[config.mk]
export PLATFORM = sky130hd
export DESIGN_NAME = scalar_reg_wb_arbiter
export DESIGN_NICKNAME = d
export VERILOG_FILES = /design/src/rtl/scalar_reg_wb_arbiter.sv
export SDC_FILE = /design/constraint.sdc
export NUM_CORES = 1
export LEC_CHECK = 0
export ABC_AREA = 0
export CAP_MARGIN = 20
export CORE_AREA = 3 3 167 169
export CTS_CLUSTER_DIAMETER = 50
export CTS_CLUSTER_SIZE = 28
export DETAILED_ROUTE_END_ITERATION = 10
export DIE_AREA = 0 0 170 172
export GPL_ROUTABILITY_DRIVEN = 1
export HOLD_SLACK_MARGIN = 0.1
export PLACE_DENSITY = 0.68
export REMOVE_ABC_BUFFERS = 1
export SLEW_MARGIN = 20
export SYNTH_ARGS = -nofsm -noshare
export SYNTH_HDL_FRONTEND = slang
export SYNTH_SLANG_ARGS = --single-unit
[constraint.sdc]
create_clock -name clk -period 5.7 [get_ports clk]
set_input_delay 0.855 -clock clk [delete_from_list [all_inputs] [get_ports clk]]
set_output_delay 0.855 -clock clk [all_outputs]
set_load 0.01 [all_outputs]
[src/rtl/scalar_reg_wb_arbiter.sv]
// Writeback arbiter for the scalar register file.
// It uses independent round-robin arbiters for the integer and FP write ports, and registers the write outputs.
module scalar_reg_wb_arbiter #(
    parameter int NUM_REQ          = 4,
    parameter int SCALAR_REG_WIDTH = 64,
    parameter int SCALAR_REG_DEPTH = 32,
    localparam int AW = $clog2(SCALAR_REG_DEPTH),
    localparam int PW = $clog2(NUM_REQ)
) (
    input  logic                                clk,
    input  logic                                reset,
    input  logic                                wb_stall,
    input  logic [NUM_REQ-1:0]                  req_valid,
    input  logic [NUM_REQ-1:0]                  req_fp,
    input  logic [NUM_REQ*AW-1:0]               req_addr,
    input  logic [NUM_REQ*SCALAR_REG_WIDTH-1:0] req_data,
    output logic [NUM_REQ-1:0]                  req_ready,
    output logic                                write,
    output logic [AW-1:0]                       wr_access_ptr,
    output logic [SCALAR_REG_WIDTH-1:0]         write_data,
    output logic                                fwrite,
    output logic [AW-1:0]                       wr_faccess_ptr,
    output logic [SCALAR_REG_WIDTH-1:0]         fwrite_data
);

    localparam logic [NUM_REQ-1:0] ONE = {{(NUM_REQ-1){1'b0}}, 1'b1};

    logic [PW-1:0]               int_prio_q, int_prio_d;
    logic [PW-1:0]               fp_prio_q, fp_prio_d;
    logic [NUM_REQ-1:0]          int_cand, fp_cand;
    logic                        int_hit, fp_hit;
    logic                        int_go, fp_go;
    logic [PW-1:0]               int_gnt, fp_gnt;
    int unsigned                 pos;

    logic                        write_q, write_d;
    logic [AW-1:0]               wr_ptr_q, wr_ptr_d;
    logic [SCALAR_REG_WIDTH-1:0] wr_data_q, wr_data_d;
    logic                        fwrite_q, fwrite_d;
    logic [AW-1:0]               fwr_ptr_q, fwr_ptr_d;
    logic [SCALAR_REG_WIDTH-1:0] fwr_data_q, fwr_data_d;

    always_comb begin
        int_cand = req_valid & ~req_fp;
        fp_cand  = req_valid & req_fp;
        int_hit  = 1'b0;
        fp_hit   = 1'b0;
        int_gnt  = '0;
        fp_gnt   = '0;
        pos      = 0;
        // Scan from each domain's pointer; the first hit wins.
        for (int unsigned k = 0; k < NUM_REQ; k++) begin
            pos = (32'(int_prio_q) + k) % NUM_REQ;
            if (!int_hit && int_cand[PW'(pos)]) begin
                int_hit = 1'b1;
                int_gnt = PW'(pos);
            end
            pos = (32'(fp_prio_q) + k) % NUM_REQ;
            if (!fp_hit && fp_cand[PW'(pos)]) begin
                fp_hit = 1'b1;
                fp_gnt = PW'(pos);
            end
        end
        int_go = int_hit & ~wb_stall & reset;
        fp_go  = fp_hit & ~wb_stall & reset;

        req_ready = ({NUM_REQ{int_go}} & (ONE << int_gnt))
                  | ({NUM_REQ{fp_go}} & (ONE << fp_gnt));

        int_prio_d = int_prio_q;
        fp_prio_d  = fp_prio_q;
        if (int_go)
            int_prio_d = (int_gnt == PW'(NUM_REQ-1)) ? '0 : int_gnt + PW'(1);
        if (fp_go)
            fp_prio_d = (fp_gnt == PW'(NUM_REQ-1)) ? '0 : fp_gnt + PW'(1);

        write_d    = int_go;
        wr_ptr_d   = wr_ptr_q;
        wr_data_d  = wr_data_q;
        fwrite_d   = fp_go;
        fwr_ptr_d  = fwr_ptr_q;
        fwr_data_d = fwr_data_q;
        if (int_go) begin
            wr_ptr_d  = req_addr[32'(int_gnt)*AW +: AW];
            wr_data_d = req_data[32'(int_gnt)*SCALAR_REG_WIDTH +: SCALAR_REG_WIDTH];
        end
        if (fp_go) begin
            fwr_ptr_d  = req_addr[32'(fp_gnt)*AW +: AW];
            fwr_data_d = req_data[32'(fp_gnt)*SCALAR_REG_WIDTH +: SCALAR_REG_WIDTH];
        end
    end

    always_ff @(posedge clk or negedge reset) begin
        if (!reset) begin
            int_prio_q <= '0;
            fp_prio_q  <= '0;
            write_q    <= 1'b0;
            wr_ptr_q   <= '0;
            wr_data_q  <= '0;
            fwrite_q   <= 1'b0;
            fwr_ptr_q  <= '0;
            fwr_data_q <= '0;
        end else begin
            int_prio_q <= int_prio_d;
            fp_prio_q  <= fp_prio_d;
            write_q    <= write_d;
            wr_ptr_q   <= wr_ptr_d;
            wr_data_q  <= wr_data_d;
            fwrite_q   <= fwrite_d;
            fwr_ptr_q  <= fwr_ptr_d;
            fwr_data_q <= fwr_data_d;
        end
    end

    assign write          = write_q;
    assign wr_access_ptr  = wr_ptr_q;
    assign write_data     = wr_data_q;
    assign fwrite         = fwrite_q;
    assign wr_faccess_ptr = fwr_ptr_q;
    assign fwrite_data    = fwr_data_q;

endmodule

# == Word-level counts from Yosys, hierarchy flattened ==
# Cells that the tools add are included.
# word_totals
regBits,144
latchBits,0
mem_bits_rw,0
romBits,0
inputBits,287
memories,0
# classes
add_sub_neg,8
mul,2
n_div,0
n_lt_le_gt_ge,8
n_eq_ne,2
shifts,6
n_mux,34
n_bitwise,11
reduce_logical,12
# op_table
cell,count
256-bit by 9-bit indexed part select with 64-bit output,2
20-bit by 6-bit indexed part select with 5-bit output,2
2-bit by 3-bit < comparator with 1-bit output (second input constant),8
2-bit two-way mux,10
4-bit bitwise AND,4
1-bit binary-select mux with 2-bit select,8
1-bit two-way mux,16
2-bit by 3-bit multiplier with 5-bit output (second input constant),2
2-bit by 1-bit adder with 2-bit output (second input constant),4
2-bit adder (second input constant),4
1-bit by 2-bit left shift with 4-bit output (first input constant),2
1-bit logical AND,6
1-bit zero test,6
1-bit bitwise AND,4
2-bit == test (second input constant),2
4-bit NOT,1
4-bit bitwise OR,1
1-bit NOT,1

# == Depth between registers and ports, before layout ==
# logic_depth
word_depth,18
ltp_mapped,8

# == Worst setup path after synthesis ==
# OpenSTA, ideal clock, no wires.
# synth_timing
kind,input -> output
from,input req_fp[1]
to,output req_ready[3]
arrival_time_ns,2.189
required_time_ns,4.845
slack_ns,2.656
path_stages,7
cell_sequence,and2b_1 -> a21oi_1 -> or3_1 -> buf_2 -> buf_6 -> buf_6 -> o22ai_1
# synth_between
elab_chain_len,18
# synth_rtl
item,line,rtl
from (decl),14,"input logic [NUM_REQ-1:0] req_fp,"
4-bit NOT,44,int_cand = req_valid & ~req_fp;
4-bit bitwise AND,44,
1-bit binary-select mux with 2-bit select,54,if (!int_hit && int_cand[PW'(pos)]) begin
1-bit two-way mux (not written as such),54,
1-bit two-way mux,54,
1-bit zero test,54,
1-bit logical AND,54,
1-bit two-way mux,54,
1-bit zero test,54,
1-bit logical AND,54,
1-bit two-way mux,54,
1-bit zero test,54,
1-bit logical AND,54,
1-bit two-way mux,54,
1-bit bitwise AND (2 in a row),64,int_go = int_hit & ~wb_stall & reset;
4-bit bitwise AND,67,req_ready = ({NUM_REQ{int_go}} & (ONE << int_gnt))
4-bit bitwise OR (*),68,| ({NUM_REQ{fp_go}} & (ONE << fp_gnt));
to (decl),17,"output logic [NUM_REQ-1:0] req_ready,"
# Every way passes the cells marked *; elsewhere a longest branch is shown, timed or not. The select of a mux whose other input is x is not followed.

# == Worst setup path after layout ==
# layout_timing
from,input req_valid[3]
to,output req_ready[1]
# layout_between
elab_chain_len,17
# layout_rtl
item,line,rtl
from (decl),13,"input logic [NUM_REQ-1:0] req_valid,"
"4-bit bitwise AND, on equally long branches","44, 45",
"1-bit binary-select mux with 2-bit select, on equally long branches","54, 59",
"1-bit two-way mux, on equally long branches (2 in a row)","54, 59",
"1-bit zero test, on equally long branches","54, 59",
"1-bit logical AND, on equally long branches","54, 59",
"1-bit two-way mux, on equally long branches","54, 59",
"1-bit zero test, on equally long branches","54, 59",
"1-bit logical AND, on equally long branches","54, 59",
"1-bit two-way mux, on equally long branches","54, 59",
"1-bit zero test, on equally long branches","54, 59",
"1-bit logical AND, on equally long branches","54, 59",
"1-bit two-way mux, on equally long branches","54, 59",
"1-bit bitwise AND, on equally long branches (2 in a row)","64, 65",
"4-bit bitwise AND, on equally long branches","67, 68",
4-bit bitwise OR (*),68,
# Marks and branches as above.

==> results.json <==
{
  "synth.distinct_cells": 36,
  "reg2reg_depth": 5,
  "cts-htree-levels": 4,
  "relSlewSlack_pct": 31.8,
  "cts_root_buf": "clkbuf_16",
  "cp_max_fo": 22,
  "slowest_stage": "clkdlybuf4s50_1",
  "fmax_mhz": 240,
  "die_area_mm2": 0.0292,
  "maxCapViolCount": 0,
  "endpoint_kind": "output pin",
  "crit_chain": "clkdlybuf4s50_1 > nand2_1 > o21bai_1 > a211oi_4 > buf_4 > nand2_1 > o22ai_1 > clkdlybuf4s50_1",
  "synthFlopType": "dfrtp_1",
  "synth_area_mm2": 0.00887,
  "arrival_ps": 3320,
  "power_density_mw_per_mm2": 327,
  "setup_viol": 0,
  "hold_class": "in2async",
  "clock_path_buffers": 2,
  "synth-edff-count": 0,
  "p_leak_nw": 6.13,
  "die_y_um": 172,
  "fill_cells": 2452,
  "post_cts_resized": 0,
  "place_hpwl_mm": 25.2,
  "clkLatencyLatePin_ps": 420,
  "fp.dieW_um": 170,
  "pre_cts_slack_ps": 1560,
  "ys_ff_latch": 144,
  "overflow": 0,
  "drt_iter0_markers": 565,
  "startpoint_type": "primary input",
  "ys_seq_area_share_pct": 40.6,
  "min_period_ps": 4170,
  "rrSetupSlack_ps": 2820,
  "yosys_warnings": 0,
  "gr-usage-all-layers_pct": 23.5,
  "grt_pass1_vias": 9068,
  "max-vdd-ir-drop_v": 0.000178,
  "seqCellArea_mm2": 0.00360,
  "synthTopCellsByArea": "dfrtp_1, mux2i_1, o221ai_1",
  "drt_wl_total_mm": 35.9,
  "grt_max_degree": 84,
  "max_stage_delay_ps": 570,
  "hold_viol": 0,
  "cts.reportedPaths.clkPinSlew_ps": 80,
  "io_buffers": 430,
  "antenna_left": 0,
  "layout_common_cells": "clkdlybuf4s50_1, mux2i_1, nand2_1",
  "io_pins": 431,
  "wl_per_cell_um": 22.8,
  "path_buf_inv": 3,
  "syn_area_per_cell_um2": 10.7,
  "multi_input_area_mm2": 0.00488,
  "core_mm2": 0.0267,
  "synth_top_cell_by_area": "dfrtp_1",
  "r2r_end": "write_data[25]",
  "finalMaxSlewViolations": 0,
  "nets": 1507,
  "critPathRequiredTime_ps": 4850,
  "rows": 60,
  "cts_hold_buf": 0,
  "via_count": 8631,
  "antenna_found_initial": 1,
  "drt_first_pass_iters": 5,
  "drive_above_1_share_pct": 4.38,
  "min_period_over_period_pct": 73.2,
  "numCtsBuffers": 17,
  "rsz0062_at_grt": "false",
  "grt_pass1_wl_mm": 53.3,
  "clock_skew_ps": 15.1,
  "final_common_cell": "clkdlybuf4s50_1",
  "finalPower_mw": 4.58,
  "cts_setup_buffers": 0,
  "reg2reg_from": "int_prio_q[1]",
  "drc": 0,
  "netlist_instances": 833,
  "post-synth-top-area-fraction_pct": 40.6,
  "synth_async_sr_flop_share_pct": 100,
  "syn_to_final_growth_pct": 57.9,
  "gp_congestion": 0.869,
  "criticalPathCategory": "in2out",
  "start_util_pct": 33.2,
  "cp_top_family": "buffers and inverters",
  "cts_sinks": 144,
  "status": "finished, final reports clean",
  "cts_tree": "yes",
  "fin_ws_ps": 1530,
  "worst_pin_slew_ps": 1020,
  "viasPerCell": 5.48
}
## cell families (layout without fill, tap and decap cells)
logic type	count (synthesis)	count (layout)	share of synthesized area, %
and+or+nand+nor	168	168	7.68
buffers and inverters	80	480	4.85
DFF	144	144	40.6
xor gates and xnor gates	2	2	0.197
other	0	1	0
AOI/OAI and AO/OA	163	163	15.5
muxes	276	276	31.1
## registers in the layout, summed over array words and instances, names as in the netlist
| register | flops |
|---|---|
| fwrite_data | 64 |
| write_data | 64 |
| wr_access_ptr | 5 |
| wr_faccess_ptr | 5 |
| fp_prio_q | 2 |
| int_prio_q | 2 |
| fwrite | 1 |
| write | 1 |
## power by group
part | switching, mW | leakage [nW] | total [mW] | internal, mW
registers | 0.177 | 1.80 | 1.48 | 1.30
clock network | 0.497 | 0.303 | 1.24 | 0.746
logic | 0.829 | 4.03 | 1.85 | 1.02
total | 1.50 | 6.13 | 4.58 | 3.07
## worst max-delay path by stage
stage	startpoint	end	slack [ps]	cells past startpoint
2_1_floorplan	req_valid[3]	req_ready[1]	-12750	5
3_3_place_gp	req_fp[3]	req_ready[1]	1560	8
3_5_place_dp	req_fp[3]	req_ready[1]	1560	8
4_1_cts	req_fp[3]	req_ready[1]	1560	8
5_1_grt	req_fp[3]	req_ready[1]	1450	8
6_report	req_valid[3]	req_ready[1]	1530	8
## metal layers
layer / wire length [µm] / part of all wire (%) / global-route usage (%) / up-vias
met2: 17600 / 49 / 40.8 / 339
met3: 2820 / 7.8 / 6.72 / 42
met1: 14600 / 41 / 28.7 / 4264
met5: 0 / 0 / 0 / -
met4: 838 / 2.3 / 6.67 / 0
li1: - / - / - / 3986
## worst reg2reg max path: stages (launching register included)
cell and delay (ps):
dfrtp_1 440, nor4b_1 400, or3_4 330, buf_12 430
nand2_1 750, o221ai_1 440
## area by class of cell
cell class              instances  area share [%]
well taps                     341            3.04
diodes                          1          0.0179
inverters                       4           0.107
flip-flops and latches        144            25.7
multi-input cells             609            34.8
clock buffers                  19            3.09
clock inverters                13            1.44
repair buffers                444            31.7
## cell usage after synthesis, types with 3 or more instances
cell type  instances
clkbuf_1          34
dfrtp_1          144
nor2b_1            3
buf_1              3
buf_6              9
a21oi_1            3
inv_1              4
o21ai_0            4
buf_4             10
mux2i_1          276
a21o_1             3
buf_2             20
nand2_1          151
o221ai_1         138
o22ai_1            3
## metrics by stage
stage,setup TNS [ps],area [µm²],hold WS (ps),instances,utilization (%)
CTS,0,14000,279,1574,52.4
finish,0,14000,280,1575,52.4
global route,0,14000,277,1575,52.4
global placement,0,13400,468,1542,50.1
detailed placement,0,13400,472,1542,50.1
floorplan,-863450,8460,515,757,-
(Power assumes the default switching activity.)
